### src/rtl/tone_burst_if.sv
`default_nettype none
// ============================================================================
// Module   : tone_burst_if
// Purpose  : Command/status bundle for the tone burst sequencer. The master
//            side issues commands and abort; the slave side reports status
//            and the generated wave.
// Revision : 1.0 - initial release
// ============================================================================
interface tone_burst_if #(
  parameter int DEPTH     = 4,
  parameter int NBITS_DIV = 16,
  parameter int NBITS_CNT = 8
);
  logic                         cmd_valid;
  logic                         cmd_ready;
  logic [NBITS_DIV-1:0]         cmd_half;
  logic [NBITS_CNT-1:0]         cmd_count;
  logic                         abort;
  logic                         wave;
  logic                         done;
  logic                         busy;
  logic [$clog2(DEPTH+1)-1:0]   fifo_level;

  modport master (
    output cmd_valid, cmd_half, cmd_count, abort,
    input  cmd_ready, wave, done, busy, fifo_level
  );

  modport slave (
    input  cmd_valid, cmd_half, cmd_count, abort,
    output cmd_ready, wave, done, busy, fifo_level
  );
endinterface
`default_nettype wire

### src/rtl/tone_burst_sequencer.sv
`default_nettype none
// ============================================================================
// Module   : tone_burst_sequencer
// Purpose  : Queues {half-period, period-count} tone commands in a small FIFO
//            and plays them back-to-back as a square wave, pulsing done once
//            per completed command. Abort flushes the queue and stops output.
// Revision : 1.0 - initial release
// ============================================================================
module tone_burst_sequencer #(
  parameter int DEPTH     = 4,
  parameter int NBITS_DIV = 16,
  parameter int NBITS_CNT = 8
) (
  input  logic         clk,
  input  logic         reset,
  tone_burst_if.slave  bus
);

  localparam int c_PTR_W = $clog2(DEPTH);
  localparam int c_LVL_W = $clog2(DEPTH + 1);

  localparam logic [c_PTR_W-1:0]   c_PTR_ONE = c_PTR_W'(1);
  localparam logic [c_LVL_W-1:0]   c_LVL_ONE = c_LVL_W'(1);
  localparam logic [c_LVL_W-1:0]   c_FULL    = c_LVL_W'(DEPTH);
  localparam logic [NBITS_DIV-1:0] c_DIV_ONE = NBITS_DIV'(1);
  localparam logic [NBITS_CNT-1:0] c_CNT_ONE = NBITS_CNT'(1);

  typedef enum logic [1:0] {
    S_IDLE = 2'd0,
    S_LOAD = 2'd1,
    S_RUN  = 2'd2
  } state_t;

  // FIFO storage and bookkeeping
  logic [NBITS_DIV-1:0] r_mem_half [DEPTH];
  logic [NBITS_CNT-1:0] r_mem_cnt  [DEPTH];
  logic [c_PTR_W-1:0]   r_wr_ptr;
  logic [c_PTR_W-1:0]   r_rd_ptr;
  logic [c_LVL_W-1:0]   r_level;

  // Sequencer state
  state_t               r_state;
  logic [NBITS_DIV-1:0] r_half;
  logic [NBITS_CNT-1:0] r_count;
  logic [NBITS_DIV-1:0] r_div_cnt;
  logic [NBITS_CNT-1:0] r_remaining;
  logic                 r_wave;
  logic                 r_done;

  logic w_full;
  logic w_not_empty;
  logic w_ready;
  logic w_push;
  logic w_zero;
  logic w_period_end;
  logic w_last_low;
  logic w_pop;

  assign w_full       = (r_level == c_FULL);
  assign w_not_empty  = (r_level != '0);
  assign w_ready      = !w_full && !bus.abort;
  assign w_push       = bus.cmd_valid && w_ready;
  assign w_zero       = (r_half == '0) || (r_count == '0);
  assign w_period_end = (r_div_cnt == (r_half - c_DIV_ONE));
  // End of the final low phase of the burst being played
  assign w_last_low   = w_period_end && !r_wave && (r_remaining == c_CNT_ONE);

  // The FSM takes the next command whenever it is free to start one
  assign w_pop = !bus.abort && w_not_empty &&
                 ((r_state == S_IDLE) ||
                  ((r_state == S_LOAD) && w_zero) ||
                  ((r_state == S_RUN) && w_last_low));

  // Command storage write; contents need no reset since level guards reads
  always_ff @(posedge clk) begin
    if (w_push) begin
      r_mem_half[r_wr_ptr] <= bus.cmd_half;
      r_mem_cnt[r_wr_ptr]  <= bus.cmd_count;
    end
  end

  // FIFO pointers and occupancy; abort empties the queue
  always_ff @(posedge clk or negedge reset) begin
    if (!reset) begin
      r_wr_ptr <= '0;
      r_rd_ptr <= '0;
      r_level  <= '0;
    end else if (bus.abort) begin
      r_wr_ptr <= '0;
      r_rd_ptr <= '0;
      r_level  <= '0;
    end else begin
      if (w_push) r_wr_ptr <= r_wr_ptr + c_PTR_ONE;
      if (w_pop)  r_rd_ptr <= r_rd_ptr + c_PTR_ONE;
      case ({w_push, w_pop})
        2'b10:   r_level <= r_level + c_LVL_ONE;
        2'b01:   r_level <= r_level - c_LVL_ONE;
        default: r_level <= r_level;
      endcase
    end
  end

  // Sequencing FSM with registered wave and done outputs
  always_ff @(posedge clk or negedge reset) begin
    if (!reset) begin
      r_state     <= S_IDLE;
      r_half      <= '0;
      r_count     <= '0;
      r_div_cnt   <= '0;
      r_remaining <= '0;
      r_wave      <= 1'b0;
      r_done      <= 1'b0;
    end else if (bus.abort) begin
      r_state   <= S_IDLE;
      r_div_cnt <= '0;
      r_wave    <= 1'b0;
      r_done    <= 1'b0;
    end else begin
      r_done <= 1'b0;
      if (w_pop) begin
        r_half  <= r_mem_half[r_rd_ptr];
        r_count <= r_mem_cnt[r_rd_ptr];
      end
      case (r_state)
        S_IDLE: begin
          r_wave <= 1'b0;
          if (w_pop) r_state <= S_LOAD;
        end
        S_LOAD: begin
          if (w_zero) begin
            // Zero-length command completes immediately without output
            r_done  <= 1'b1;
            r_state <= w_pop ? S_LOAD : S_IDLE;
          end else begin
            r_state     <= S_RUN;
            r_wave      <= 1'b1;
            r_div_cnt   <= '0;
            r_remaining <= r_count;
          end
        end
        S_RUN: begin
          if (w_period_end) begin
            r_div_cnt <= '0;
            if (r_wave) begin
              r_wave <= 1'b0;
            end else if (r_remaining > c_CNT_ONE) begin
              r_remaining <= r_remaining - c_CNT_ONE;
              r_wave      <= 1'b1;
            end else begin
              r_done  <= 1'b1;
              r_state <= w_pop ? S_LOAD : S_IDLE;
            end
          end else begin
            r_div_cnt <= r_div_cnt + c_DIV_ONE;
          end
        end
        default: begin
          r_state <= S_IDLE;
          r_wave  <= 1'b0;
        end
      endcase
    end
  end

  assign bus.cmd_ready  = w_ready;
  assign bus.wave       = r_wave;
  assign bus.done       = r_done;
  assign bus.busy       = (r_state != S_IDLE) || w_not_empty;
  assign bus.fifo_level = r_level;

endmodule
`default_nettype wire

### src/flat_wrapper.sv
// flat-port wrapper written by rule: the top's interface ports become plain ports
module tone_burst_sequencer_flat 
#(
  parameter int DEPTH     = 4,
  parameter int NBITS_DIV = 16,
  parameter int NBITS_CNT = 8
)
  (clk, reset, bus_cmd_valid, bus_cmd_half, bus_cmd_count, bus_abort, bus_cmd_ready, bus_wave, bus_done, bus_busy, bus_fifo_level);
  tone_burst_if #(.DEPTH(DEPTH), .NBITS_DIV(NBITS_DIV), .NBITS_CNT(NBITS_CNT)) bus_i ();
  input  logic clk;
  input  logic reset;
  input wire logic [$bits(bus_i.cmd_valid)-1:0] bus_cmd_valid;
  input wire logic [$bits(bus_i.cmd_half)-1:0] bus_cmd_half;
  input wire logic [$bits(bus_i.cmd_count)-1:0] bus_cmd_count;
  input wire logic [$bits(bus_i.abort)-1:0] bus_abort;
  output wire logic [$bits(bus_i.cmd_ready)-1:0] bus_cmd_ready;
  output wire logic [$bits(bus_i.wave)-1:0] bus_wave;
  output wire logic [$bits(bus_i.done)-1:0] bus_done;
  output wire logic [$bits(bus_i.busy)-1:0] bus_busy;
  output wire logic [$bits(bus_i.fifo_level)-1:0] bus_fifo_level;
  assign bus_i.cmd_valid = bus_cmd_valid;
  assign bus_i.cmd_half = bus_cmd_half;
  assign bus_i.cmd_count = bus_cmd_count;
  assign bus_i.abort = bus_abort;
  assign bus_cmd_ready = bus_i.cmd_ready;
  assign bus_wave = bus_i.wave;
  assign bus_done = bus_i.done;
  assign bus_busy = bus_i.busy;
  assign bus_fifo_level = bus_i.fifo_level;
  tone_burst_sequencer #(.DEPTH(DEPTH), .NBITS_DIV(NBITS_DIV), .NBITS_CNT(NBITS_CNT)) u_core (.clk(clk), .reset(reset), .bus(bus_i));
endmodule
### config.mk
export PLATFORM = sky130hd
export DESIGN_NAME = tone_burst_sequencer_flat
export DESIGN_NICKNAME = d
export VERILOG_FILES = /design/src/rtl/tone_burst_if.sv /design/src/rtl/tone_burst_sequencer.sv /design/src/flat_wrapper.sv
export SDC_FILE = /design/constraint.sdc
export NUM_CORES = 1
export LEC_CHECK = 0
export BUFFER_PORTS_ARGS = -buffer_cell sky130_fd_sc_hd__buf_2
export CAP_MARGIN = 30
export CORE_ASPECT_RATIO = 0.75
export CORE_MARGIN = 3
export CORE_UTILIZATION = 40
export DETAILED_ROUTE_END_ITERATION = 7
export SETUP_SLACK_MARGIN = 0.1
export SLEW_MARGIN = 20
export SYNTH_ARGS = -nofsm -noshare
export SYNTH_HDL_FRONTEND = slang
export SYNTH_SLANG_ARGS = --single-unit
### constraint.sdc
create_clock -name clk -period 3.6 [get_ports clk]
set_input_delay 0.72 -clock clk [delete_from_list [all_inputs] [get_ports clk]]
set_output_delay 0.72 -clock clk [all_outputs]
set_load 0.02 [all_outputs]
* Word-level counts from Yosys, hierarchy flattened
Memories as Yosys holds them, arrays and structs flattened. A register that Yosys moved wholly into a read port is not among the register bits.
Index checks and enable logic that the tools add are counted.
** Storage, ports and cells
- Register bits after elaboration :: 35
- Latch bits :: 0
- Bits in writable memories :: 96
- Bits in read-only memories :: 0
- Input bits :: 28
- Output and inout port bits :: 7
- Logic and storage cells :: 104
- Memories kept :: 2
** Memories
- u_core.r_mem_half :: depth 4, width 16, read ports 1, clocked after Yosys merged registers in 1, write ports 1, RTL line tone_burst_sequencer.sv:35 : logic [NBITS_DIV-1:0] r_mem_half [DEPTH];
- u_core.r_mem_cnt :: depth 4, width 8, read ports 1, clocked after Yosys merged registers in 1, write ports 1, RTL line tone_burst_sequencer.sv:36 : logic [NBITS_CNT-1:0] r_mem_cnt [DEPTH];
** Operators by class
- $add $sub $neg :: 7
- Multipliers :: 0
- Div/mod/pow operators :: 0
- Magnitude comparators :: 1
- Equal/unequal tests :: 16
- Shift operators :: 0
- Multiplexer cells :: 37
- Bitwise operators :: 1
- Reductions and logical operators :: 32
** Operator list (number)
- $mux W16 :: 3
- $mux W8 :: 4
- $pmux W16 S2 :: 1
- $mux W2 :: 10
- $add A16 B1 Y16 const B :: 1
- $eq A16 B16 Y1 :: 1
- $logic_not A16 Y1 :: 1
- $pmux W8 S2 :: 1
- $sub A16 B1 Y16 const B :: 1
- $mux W1 :: 13
- $ne A3 B3 Y1 const B :: 3
- $reduce_bool A3 Y1 :: 3
- $eq A8 B1 Y1 const B :: 1
- $gt A8 B1 Y1 const B :: 1
- $logic_and A1 B1 Y1 :: 8
- $logic_not A8 Y1 :: 1
- $reduce_bool A2 Y1 :: 4
- $sub A8 B1 Y8 const B :: 1
- $ne A2 B2 Y1 const B :: 3
- $ne A3 B2 Y1 const B :: 2
- $pmux W2 S3 :: 1
- $pmux W3 S2 :: 1
- $reduce_and A2 Y1 :: 3
- $reduce_and A6 Y1 :: 1
- 14 further kinds :: 25

* Logic depth before layout (Yosys ltp)
Gate-level depths: netlist (run 1).
- Depth after elaboration :: 13
- Gate-level depth with buffers :: 15
- Mapped depth without buffers :: 15

* Least setup slack after synthesis (run 1)
OpenSTA, ideal clock, no wires.
- Path kind :: register -> register
- Start point :: reg u_core.r_half[4], read port of u_core.r_mem_half
- End point :: reg u_core.r_level[2] (netlist: u_core.bus.fifo_level[2])
- Setup time :: 0.126 ns
- Data arrival time :: 3.760 ns
- Data required time :: 3.474 ns
- Slack :: -0.286 ns
- Stages on the path, launching flop included :: 16
- Buffers on the path :: 2
- Period minus slack after synthesis :: 3.886 ns
- Path through :: dfrtp_1 buf_6 or4_4 buf_6 nor4_4 xnor2_1 or4b_4 nor4_4 a21o_2 and3_1 fa_1 nor3_1 nor2b_1 a32oi_1 a21oi_1 a311o_1
** Between the ends
- Longest elaborated chain between the ends :: 10
- Elaborated cells between the ends (all ways) :: 16
- Those cells by class :: add/sub (1); eq/ne (3); mux (2); reduce/logical (10)
** RTL lines
- from (decl) :: RTL line tone_burst_sequencer.sv:43 : logic [NBITS_DIV-1:0] r_half;
- $sub A16 B1 Y16 :: RTL line tone_burst_sequencer.sv:64 : assign w_period_end = (r_div_cnt == (r_half - c_DIV_ONE));
- $eq A16 B16 Y1 :: RTL line tone_burst_sequencer.sv:64
- $logic_and A1 B1 Y1 (2 in series) :: RTL line tone_burst_sequencer.sv:66 : assign w_last_low = w_period_end && !r_wave && (r_remaining == c_CNT_ONE);
- $logic_and A1 B1 Y1 :: RTL line tone_burst_sequencer.sv:72 : ((r_state == S_RUN) && w_last_low));
- $logic_or A1 B1 Y1 (*) :: RTL line tone_burst_sequencer.sv:71 : ((r_state == S_LOAD) && w_zero) ||
- $logic_and A1 B1 Y1 (*) :: RTL line tone_burst_sequencer.sv:69 : assign w_pop = !bus.abort && w_not_empty &&
- $eq A2 B1 Y1 / $eq A2 B2 Y1 (equally long branches) :: RTL line tone_burst_sequencer.sv:95 : case ({w_push, w_pop})
- $pmux W3 S2 :: RTL line tone_burst_sequencer.sv:95
- $mux W3 :: RTL line tone_burst_sequencer.sv:88 : end else if (bus.abort) begin
- to (signal assigned) :: RTL line tone_burst_sequencer.sv:96 : 2'b10: r_level <= r_level + c_LVL_ONE;
- to (signal assigned) :: RTL line tone_burst_sequencer.sv:97 : 2'b01: r_level <= r_level - c_LVL_ONE;
- to (signal assigned) :: RTL line tone_burst_sequencer.sv:98 : default: r_level <= r_level;
- to (decl) :: RTL line tone_burst_sequencer.sv:39 : logic [c_LVL_W-1:0] r_level;
Mark *: on every way between the ends. The rest lies on a longest branch, timed or not.
A chain may end at the register's enable or synchronous reset.

* Worst setup path after layout (run 1)
- Start point :: reg u_core.r_half[3], read port of u_core.r_mem_half
- End point :: reg u_core.r_level[2] (netlist: u_core.bus.fifo_level[2])
The elaborated chain is that of the path after synthesis.

==> metrics.yaml, run 1 <==
critical_path:
  rr_startpoint: "u_core.r_half[3]"
  arrival_ns: 3.85
  reg2reg_depth: 13
  worst_ep_required_time_ns: 3.91
  crit_path_frequent_cell: "nor4_4"
  timing.rr.end: "u_core.bus.fifo_level[2]"
  path_class: "reg2reg"
  cpPeakStageDelay_ns: 0.59
  cp-end-kind: "register"
  path_max_fanout: 6
  crit_chain: "or4_4 -> nor4_4 -> xnor2_1 -> or4b_4 -> nor4_4 -> a21o_2 -> and3_4 -> fa_2 -> nor3_2 -> nor2b_1 -> a32oi_1 -> a21oi_1 -> a311o_1"
  r2r_slack_ns: 0.06
  cp-start-kind: "register"
  worst_path_max_delay_cell: "or4_4"
placement:
  dp_cells: 841
  port_buffers: 34
  dpl.hpwl_um: 11600
  dp_worst_setup_slack_ns: -0.0156
  dpl_cell_area_sq_um: 8020
  gp_congestion: 0.874
clock_network:
  root_buffer: "clkbuf_16"
  cts_buffer_depth: 2
  cts.sinks: 155
  cts_hold_buf: 0
  cts_tree: "yes"
  htreeDepth: 4
  clkTransAtPathRegs_ns: 0.07
  cts_inserted_buffers: 17
  clock_latency_ns: 0.42
synth:
  ys_warn_count: 0
  ys_seq_elements: 155
  synth_compound_area_share_pct: 7.47
  syn_nets: 601
  synthSimpleGateAreaFrac_pct: 13.8
  ys.flop_type: "edfxtp_1"
  async_reset_ff_share_pct: 38.1
  syn_area_per_cell_sq_um: 13.3
  yosysTopAreaCellShare_pct: 38.8
  synth_area_sq_um: 7420
  synth_sequential_area_ratio_pct: 58.7
  synth-xor-area-share_pct: 3.19
  synth_top_cell_by_area: "edfxtp_1"
  synth_fa_ha_area_share_pct: 2.29
  yosysUniqueCellTypes: 68
  synthMuxAreaShare_pct: 11.2
  synthCells: 560
  synth_top_family_by_area: "simple AND/OR/NAND/NOR gates"
  synth.area.top_cells: "edfxtp_1 39%, dfrtp_1 20%, mux4_2 7.3%"
  synth_edf_count: 96
power:
  cellPowerDensity_nw_per_um2: 738
  power_leakage_nw: 3.23
  ir_worst_vdd_mv: 0.330
finish:
  drive_above_1_share_pct: 28.7
  areaGrowthSynthToFinish_pct: 18.0
  final_nets: 665
  fin_cells: 880
  design_area_sq_um: 8760
sta:
  slew_violations: 0
  hold_violations: 0
  worstMarginPinSlew_ns: 0.668
  fin_tns_setup_ns: 0
  worst_slew_margin_rel_pct: 55.1
  finalSetupViolCount: 0
  skew_ns: 0.0128
  fin_crit_ns: 3.54
  fmax_ghz: 0.282
  grt_setup_unrepaired: "yes"
  fin_crit_sh_pct: 98.3
  hold_slack_ns: 0.210
  worst_slack_ns: 0.0600
die:
  start_util_pct: 41.4
  die_x_um: 163
  die_y_um: 124
  rows: 42
  dieArea_sq_um: 20200
  num_io_pins: 35
  core_area_sq_um: 17900
grt:
  antenna_found_initial: 1
  grt_overflow_total: 0
  grtUsageTotal_pct: 17.8
  grt_pass1_vias: 4760
  grt_max_degree: 38
  grt_pass1_wl_um: 26900
detailed_routing:
  num_vias: 4872
  vias_per_cell: 5.54
  drt_iter0_markers: 427
  ant_nets: 0
  wl_per_cell_um: 19.2
  wirelength_um: 16900
  first_pass_iters: 4
  drc: 0
min_path:
  hold_path.class: "in2async"
job:
  drv_cap: 0
run_status:
  status: "complete, no violations"
flip-flops by register name (all words and copies together) (netlist names):
name / cells
u_core.bus.done: 1
u_core.bus.fifo_level: 3
u_core.r_mem_cnt: 32
u_core.r_div_cnt: 16
u_core.r_remaining: 8
u_core.r_state: 2
u_core.r_count: 8
u_core.r_wr_ptr: 2
u_core.r_rd_ptr: 2
u_core.bus.wave: 1
u_core.r_half: 16
u_core.r_mem_half: 64
Yosys cell counts (3+ instances only):
| library cell | number |
|---|---|
| a21oi_1 | 15 |
| nand2_1 | 34 |
| nand2b_1 | 5 |
| ha_1 | 12 |
| o41ai_1 | 3 |
| o21bai_1 | 3 |
| or2_2 | 3 |
| mux4_2 | 24 |
| nor4_1 | 12 |
| mux2i_1 | 4 |
| mux2_2 | 22 |
| a211oi_1 | 5 |
| or4_1 | 4 |
| o211ai_1 | 3 |
| o22ai_1 | 4 |
| nand3_1 | 20 |
| and3_1 | 13 |
| o21ai_0 | 18 |
| nor2b_1 | 5 |
| nor2_1 | 34 |
| clkbuf_1 | 17 |
| xor2_1 | 12 |
| nand4_1 | 6 |
| dfrtp_1 | 59 |
| and2_1 | 3 |
| inv_1 | 21 |
| edfxtp_1 | 96 |
| or3_1 | 4 |
| buf_4 | 6 |
| xnor2_1 | 15 |
| nor3_1 | 21 |
| buf_6 | 3 |
power by group:
group	internal (mW)	total (mW)	leakage, nW	switching, mW
Combinational	0.987	2.14	1.31	1.15
Sequential	2.19	2.49	1.62	0.295
Clock	1.06	1.84	0.298	0.782
Total	4.24	6.47	3.23	2.23
kinds of logic after synthesis:
family | after synthesis
muxes | 50
AOI/OAI and AO/OA | 81
buffers and inverters | 51
DFF | 155
xor gates and xnor gates | 27
and+or+nand+nor | 183
adders and majority gates | 13
layout make-up:
| type | count | area, sq um |
|---|---|---|
| antenna | 1 | 2.50 |
| multi-input combinational | 354 | 2910 |
| tap | 242 | 303 |
| clock buffer | 19 | 433 |
| clock inverter | 13 | 174 |
| fill | 1550 | 9160 |
| inverter | 21 | 78.8 |
| timing repair buffer | 75 | 503 |
| sequential | 155 | 4360 |
cell usage in the layout, fill, tap and decap left out, drive strengths merged, types with 6 or more instances in the layout:
cell     n
o21ai   18
buf     75
nand3   21
edfxtp  96
nor2    34
dfrtp   59
mux2    22
inv     30
nor4    15
nor3    21
xor2    12
nand2   34
ha      12
mux4    24
xnor2   15
nand4    6
a21oi   15
and3    15
clkbuf  19
how the worst max path moves through the flow:
stage	start	to	depth (start not counted)	slack, ns
after floorplan	u_core.r_half[4]	u_core.bus.fifo_level[2]	15	-0.17
after global placement	u_core.r_half[3]	u_core.bus.fifo_level[2]	13	-0.008
after detailed placement	u_core.r_half[3]	u_core.bus.fifo_level[2]	13	-0.02
after CTS	u_core.r_half[3]	u_core.bus.fifo_level[2]	13	0.06
after global routing	u_core.r_half[3]	u_core.bus.fifo_level[2]	13	-0.13
final	u_core.r_half[3]	u_core.bus.fifo_level[2]	13	0.06
through the flow:
step	utilization [%]	power [mW]
after floorplan	-	3.92
after global placement	44.8	4.50
after detailed placement	44.8	4.53
after CTS	48.5	6.46
after global routing	48.9	6.83
final	48.9	6.47
critical path: cells and delay by family (launching register included):
kind | cells | cell delay, ns
xor+xnor | 1 | 0.11
compound gates | 4 | 0.68
flops | 1 | 0.44
simple gates | 7 | 1.98
fa+ha+maj | 1 | 0.22
timing repair:
action | CTS | global route
gates cloned | 0 | 0
endpoints found under the setup margin | 23 | 34
endpoints found under the hold margin | 0 | 0
pin swaps | 7 | 4
gates resized for setup | 7 | 9
buffers inserted | 5 | 0
layer usage:
metal  share of wire, %  track usage, %  up-vias  routed length (um)
met4                1.0            4.33        2                 170
met5              0.077               0        -                  13
met3                5.1            3.79       18                 869
li1                   -               -     2267                   -
met2                 46            26.8      133                7790
met1                 48            26.5     2452                8070
(Power assumes the default switching activity.)
==> run 2: changes to the inputs <==
Clock period 3.6 ns to 3.1 ns, I/O delays scaled along.
==> run 2 against run 1 <==
Compared with the run above:
- utilization rose by 4.6 points
- non-clock buffer count increased by 62
- clock skew decreased by 0.00095 ns
- via count grew 6.7%
- combinational power is 59% higher
- critical path type unchanged
- critical path depth is the same
- wire length is 8.1% higher
- die area is the same
- first-iteration DRC count up 8.7%
- the run now ends with setup timing left
- global-route usage up 0.82 points
- worst hold slack improved by 0.048 ns
==> metrics.yaml, run 2 (synthesized netlist as in run 1, its figures left out) <==
sta:
  fin_crit_ns: 3.49  # was 3.54 ns
  worstMarginPinSlew_ns: 0.829  # was 0.668 ns
  fmax_ghz: 0.286  # was 0.282 GHz
  worst_slack_ns: -0.394  # was 0.0600 ns
  skew_ns: 0.0118  # was 0.0128 ns
  slew_violations: 0  # unchanged
  worst_slew_margin_rel_pct: 44.5  # was 55.1%
  fin_crit_sh_pct: 113  # was 98.3%
  hold_violations: 0  # unchanged
  grt_setup_unrepaired: "yes"  # unchanged
  finalSetupViolCount: 23  # was 0
critical_path:
  worst_ep_required_time_ns: 3.40  # was 3.91 ns
  rr_startpoint: "u_core.r_half[4]"  # was u_core.r_half[3]
  crit_chain: "or4_4 -> buf_4 -> nor4_4 -> nor4_2 -> and3b_2 -> nor4_4 -> a21o_2 -> and3_4 -> fa_2 -> buf_4 -> mux2i_1 -> nor4_1 -> a311o_1"  # was or4_4 -> nor4_4 -> xnor2_1 -> or4b_4 -> nor4_4 -> a21o_2 -> and3_4 -> fa_2 -> nor3_2 -> nor2b_1 -> a32oi_1 -> a21oi_1 -> a311o_1
  worst_path_max_delay_cell: "or4_4"  # unchanged
  path_delay_family: "simple AND/OR/NAND/NOR gates"  # unchanged
  critPathBufInv: 2  # was 0
  cp-start-kind: "register"  # unchanged
  arrival_ns: 3.80  # was 3.85 ns
  cp-startpoint: "u_core.r_half[4]"  # was u_core.r_half[3]
  path_max_fanout: 6  # unchanged
  cpPeakStageDelay_ns: 0.60  # was 0.59 ns
  cp-end-kind: "register"  # unchanged
  path_class: "reg2reg"  # unchanged
detailed_routing:
  wl_per_cell_um: 19.4  # was 19.2 um
  vias_per_cell: 5.52  # was 5.54
  ant_nets: 0  # unchanged
  drc: 0  # unchanged
  drt_iter0_markers: 464  # was 427
  wirelength_um: 18300  # was 16900 um
  first_pass_iters: 5  # was 4
  num_vias: 5196  # was 4872
finish:
  fin_cells: 941  # was 880
  final_nets: 727  # was 665
  final_common_cell: "edfxtp_1"  # unchanged
  drive_above_1_share_pct: 40.2  # was 28.7%
  n_antenna_cell: 0  # was 1
  design_area_sq_um: 9590  # was 8760 sq um
  final_cell_mix: "96 x edfxtp_1, 86 x buf_4, 59 x dfrtp_1, 34 x buf_2, 33 x nand2_1"  # was 96 x edfxtp_1, 58 x dfrtp_1, 39 x buf_4, 34 x nand2_1, 34 x buf_2
  largest_register_ffs: 64  # unchanged
  reg.largest.list: "u_core.r_mem_half x64, u_core.r_mem_cnt x32"  # unchanged
  areaGrowthSynthToFinish_pct: 29.2  # was 18.0%
  regMostFlops: "u_core.r_mem_half"  # unchanged
placement:
  gp_congestion: 0.873  # was 0.874
  dpl.hpwl_um: 12300  # was 11600 um
  port_buffers: 34  # unchanged
  dp_cells: 892  # was 841
  dp_worst_setup_slack_ns: -0.569  # was -0.0156 ns
  dpl_cell_area_sq_um: 8450  # was 8020 sq um
die:
  dieArea_sq_um: 20200  # unchanged
  die_x_um: 163  # unchanged
  core_area_sq_um: 17900  # unchanged
  start_util_pct: 41.4  # unchanged
  num_io_pins: 35  # unchanged
  rows: 42  # unchanged
  die_y_um: 124  # unchanged
grt:
  grt_pass1_wl_um: 28500  # was 26900 um
  grt_max_degree: 33  # was 38
  grt_overflow_total: 0  # unchanged
  grt_pass1_vias: 5227  # was 4760
  grtUsageTotal_pct: 18.6  # was 17.8%
  antenna_found_initial: 0  # was 1
clock_network:
  cts_buffer_depth: 2  # unchanged
  root_buffer: "clkbuf_16"  # unchanged
  cts_inserted_buffers: 17  # unchanged
  htreeDepth: 4  # unchanged
  cts.sinks: 155  # unchanged
  clock_latency_ns: 0.43  # was 0.42 ns
  clkTransAtPathRegs_ns: 0.07  # about the same
  cts_tree: "yes"  # unchanged
power:
  cellPowerDensity_nw_per_um2: 861  # was 738 nW/um^2
  ir_worst_vdd_mv: 0.363  # was 0.330 mV
  power_leakage_nw: 3.67  # was 3.23 nW
job:
  drv_cap: 0  # unchanged
min_path:
  hold_path.class: "in2async"  # unchanged
run_status:
  status: "complete, but fails checks"  # was complete, no violations
  violations: "setup timing"
[run 2: cell types whose count changed in the layout (fill, tap and decap cells not counted), moves of 5 or more]
cell	change
o21ai_0	-8
nor2_1	-6
buf_4	+47
mux2_4	+22
mux2_2	-22
buf_6	+10
o21ai_2	+5
[run 2: timing repair]
action	CTS	global route
setup endpoints to repair	55	53
setup buffers	4	13
gates resized for setup	17	90
cloned	2	1
hold buffers	0	0
pin swaps	5	14
[run 2: metrics by stage]
stage                     utilization, %  hold slack (ns)  power (mW)  TNS (ns)
after CTS                           51.2            0.272        7.88     -5.84
after floorplan                        -            0.324        4.59     -4.82
after global routing                53.5            0.317        8.69     -7.03
final                               53.5            0.258        8.26     -3.89
after global placement              47.2            0.521        5.61     -5.42
after detailed placement            47.2            0.523        5.67     -9.50
[run 2: path summary, 6_finish.rpt]
path	depth (start not counted)	endpoint	slack (ns)
hold reg to reg	2	u_core.r_remaining[3]	0.56
hold / removal	1	u_core.r_state[1]	0.26
setup reg to reg	13	u_core.bus.fifo_level[2]	-0.39
max in group asynchronous	2	u_core.r_count[0]	2.20
min in group clk	1	u_core.r_mem_half[0][11]	0.40
setup / recovery	13	u_core.bus.fifo_level[2]	-0.39
[run 2: report_power, final]
group          leakage, nW  switching, mW  internal (mW)
Clock                0.272          0.898           1.06
Sequential            1.62          0.342           2.55
Combinational         1.77           1.66           1.76
Total                 3.67           2.90           5.36
[run 2: final cells by class]
class	count	area (sq um)
repair buffers	137	1070
fillers	1511	8330
multi-input cells	354	3220
clock inverters	14	130
inverters	21	78.8
clock buffers	18	429
flip-flops and latches	155	4360
well taps	242	303
[run 2: routing by layer]
layer	vias up	wire (um)	GRT usage, %	part of all wire, %
met5	-	0	0	0
met1	2659	8950	27.3	49
li1	2391	-	-	-
met3	24	753	3.36	4.1
met2	122	8310	28.6	45
met4	0	267	5.49	1.5
[run 2: worst register-to-register path, delay by kind of cell, from the launching register on]
family                     cells  cell delay (ns)
muxes                          1             0.15
AOI/OAI and AO/OA              2             0.55
buffers and inverters          2             0.34
and+or+nand+nor                7             1.56
DFF                            1             0.41
adders and majority gates      1             0.37
==> run 3: changes to the inputs <==
Settings changed: BUFFER_PORTS_ARGS -buffer_cell sky130_fd_sc_hd__buf_2 to -buffer_cell sky130_fd_sc_hd__clkbuf_2.
==> run 3 against run 2 <==
Compared with the run above:
- the flow still finishes with violations (setup timing)
- register-to-register slack got worse by 0.05 ns
- largest cell class unchanged
- sequential share of layout area rose by 1.3 points
- utilization fell by 1.5 points
- sequential power barely moved
- first-iteration DRC count fell by 30%
- worst setup slack got worse by 0.052 ns
- worst hold slack got worse by 0.064 ns
- critical endpoint is now u_core.r_half[9]
==> metrics.yaml, run 3 (synthesized netlist as in run 1, its figures left out) <==
die:
  dieArea_sq_um: 20200  # unchanged
  num_io_pins: 35  # unchanged
  core_area_sq_um: 17900  # unchanged
  start_util_pct: 41.4  # unchanged
  die_y_um: 124  # unchanged
  die_x_um: 163  # unchanged
  rows: 42  # unchanged
sta:
  finalSetupViolCount: 30  # was 23
  fin_crit_ns: 3.55  # was 3.49 ns
  fin_crit_sh_pct: 114  # was 113%
  worst_slack_ns: -0.446  # was -0.394 ns
  slew_violations: 0  # unchanged
  worstMarginPinSlew_ns: 0.694  # was 0.829 ns
  worst_slew_margin_rel_pct: 53.4  # was 44.5%
  hold_violations: 0  # unchanged
  skew_ns: 0.0102  # was 0.0118 ns
  fin_tns_setup_ns: -11.01  # was -3.89 ns
  grt_setup_unrepaired: "yes"  # unchanged
  fmax_ghz: 0.282  # was 0.286 GHz
finish:
  final-seq-area_sq_um: 4360  # unchanged
  design_area_sq_um: 9320  # was 9590 sq um
  final_nets: 721  # was 727
  reg.largest.list: "u_core.r_mem_half x64, u_core.r_mem_cnt x32"  # unchanged
  final_cell_mix: "96 x edfxtp_1, 89 x buf_4, 59 x dfrtp_1"  # was 96 x edfxtp_1, 86 x buf_4, 59 x dfrtp_1, 34 x buf_2, 33 x nand2_1
  areaGrowthSynthToFinish_pct: 25.6  # was 29.2%
  largest_register_ffs: 64  # unchanged
  final_common_cell: "edfxtp_1"  # unchanged
  n_antenna_cell: 0  # unchanged
  drive_above_1_share_pct: 34.9  # was 40.2%
  multiInputGateArea_sq_um: 2940  # was 3220 sq um
  fillers: 1493  # was 1511
  regMostFlops: "u_core.r_mem_half"  # unchanged
detailed_routing:
  ant_nets: 0  # unchanged
  num_vias: 5004  # was 5196
  vias_per_cell: 5.35  # was 5.52
  drt_iter0_markers: 324  # was 464
  drc: 0  # unchanged
  first_pass_iters: 5  # unchanged
  wl_per_cell_um: 18.3  # was 19.4 um
  wirelength_um: 17100  # was 18300 um
power:
  ir_worst_vdd_mv: 0.411  # was 0.363 mV
  cellPowerDensity_nw_per_um2: 875  # was 861 nW/um^2
  power_leakage_nw: 3.56  # was 3.67 nW
  swShare_pct: 34.0  # was 35.1%
  clkPwrFrac_pct: 27.0  # was 23.7%
  switching_power_mw: 2.77  # was 2.90 mW
  p_comb_share_pct: 37.5  # was 41.3%
  seqPwrFrac_pct: 35.5  # was 35.0%
  internal_power_mw: 5.39  # was 5.36 mW
clock_network:
  cts_inserted_buffers: 17  # unchanged
  cts_hold_buf: 0  # unchanged
  clkTransAtPathRegs_ns: 0.07  # about the same
  root_buffer: "clkbuf_16"  # unchanged
  clock_latency_ns: 0.42  # was 0.43 ns
  cts_tree: "yes"  # unchanged
  cts_buffer_depth: 2  # unchanged
  htreeDepth: 4  # unchanged
  cts.sinks: 155  # unchanged
grt:
  grt_pass1_wl_um: 27600  # was 28500 um
  grt_pass1_vias: 4996  # was 5227
  grtUsageTotal_pct: 18.0  # was 18.6%
  grt_overflow_total: 0  # unchanged
  grt_max_degree: 36  # was 33
  antenna_found_initial: 0  # unchanged
min_path:
  hold_path.class: "in2async"  # unchanged
critical_path:
  path_class: "reg2reg"  # unchanged
  reg2reg_depth: 13  # unchanged
  cp-end-kind: "register"  # unchanged
  worst_ep_required_time_ns: 3.41  # was 3.40 ns
  arrival_ns: 3.86  # was 3.80 ns
  rr_startpoint: "u_core.r_half[4]"  # unchanged
  cp-start-kind: "register"  # unchanged
  r2r_slack_ns: -0.45  # was -0.39 ns
  path_max_fanout: 7  # was 6
  timing.rr.end: "u_core.r_half[9]"  # was u_core.bus.fifo_level[2]
placement:
  port_buffers: 34  # unchanged
  dpl_cell_area_sq_um: 8420  # was 8450 sq um
  dpl.hpwl_um: 12000  # was 12300 um
  gp_congestion: 0.881  # was 0.873
job:
  drv_cap: 0  # unchanged
run_status:
  violations: "setup timing"  # unchanged
  status: "complete, but fails checks"  # unchanged
-- run 3: final cells by class --
| type | instances | share of cell area [%] |
|---|---|---|
| inverters | 21 | 0.846 |
| well taps | 242 | 3.25 |
| repair buffers | 131 | 10.8 |
| clock buffers | 17 | 4.56 |
| flip-flops and latches | 155 | 46.8 |
| multi-input cells | 354 | 31.5 |
| clock inverters | 15 | 2.32 |
-- run 3: per-layer routing --
metal / wire (um) / global-route usage (%) / share of wire, % / up-vias
li1: - / - / - / 2376
met1: 8590 / 26.7 / 50 / 2493
met2: 7560 / 27.2 / 44 / 121
met3: 783 / 3.79 / 4.6 / 14
met4: 157 / 4.17 / 0.92 / 0
met5: 0 / 0 / 0 / -
-- run 3: worst max-delay path by stage --
stage,depth (start not counted),startpoint,end
2_1_floorplan,15,u_core.r_half[4],u_core.bus.fifo_level[2]
3_3_place_gp,13,u_core.r_half[3],u_core.bus.fifo_level[2]
3_5_place_dp,13,u_core.r_half[3],u_core.bus.fifo_level[2]
4_1_cts,13,u_core.r_half[4],u_core.bus.fifo_level[2]
5_1_grt,13,u_core.r_half[4],u_core.bus.fifo_level[2]
6_report,13,u_core.r_half[4],u_core.r_half[9]
-- run 3: power groups by stage --
stage	Combinational, mW	Clock, mW	Sequential [mW]
final	3.06	2.20	2.90
after global routing	3.31	2.35	2.94
after CTS	3.03	2.25	2.89
after detailed placement	2.74	0	2.93
after global placement	2.71	0	2.90
after floorplan	1.79	0	2.80
-- run 3: worst max-delay path, stage by stage, from the launching register on --
cell	delay [ns]
dfrtp_1	0.41
or4_4	0.60
buf_4	0.17
or4_4	0.42
o311ai_4	0.09
o22ai_2	0.14
buf_4	0.16
buf_4	0.13
nor3b_4	0.20
nor4b_4	0.29
or2_4	0.23
buf_4	0.13
buf_12	0.12
mux2_2	0.33
-- run 3: per-stage QoR --
stage | setup slack [ns] | cells | util [%] | hold slack (ns) | power, mW
5_1_grt | -0.552 | 935 | 52.0 | 0.220 | 8.61
2_1_floorplan | -0.661 | 560 | - | 0.324 | 4.59
3_5_place_dp | -0.404 | 886 | 47.0 | 0.522 | 5.66
6_report | -0.446 | 935 | 52.0 | 0.194 | 8.16
4_1_cts | -0.354 | 930 | 51.7 | 0.186 | 8.17
3_3_place_gp | -0.301 | 886 | 47.0 | 0.522 | 5.61
-- run 3: what timing repair did --
item,in CTS,in global routing
pin swaps,7,5
setup buffers,10,4
cloned,2,1
resized for setup,14,7
endpoints found under the setup margin,35,54
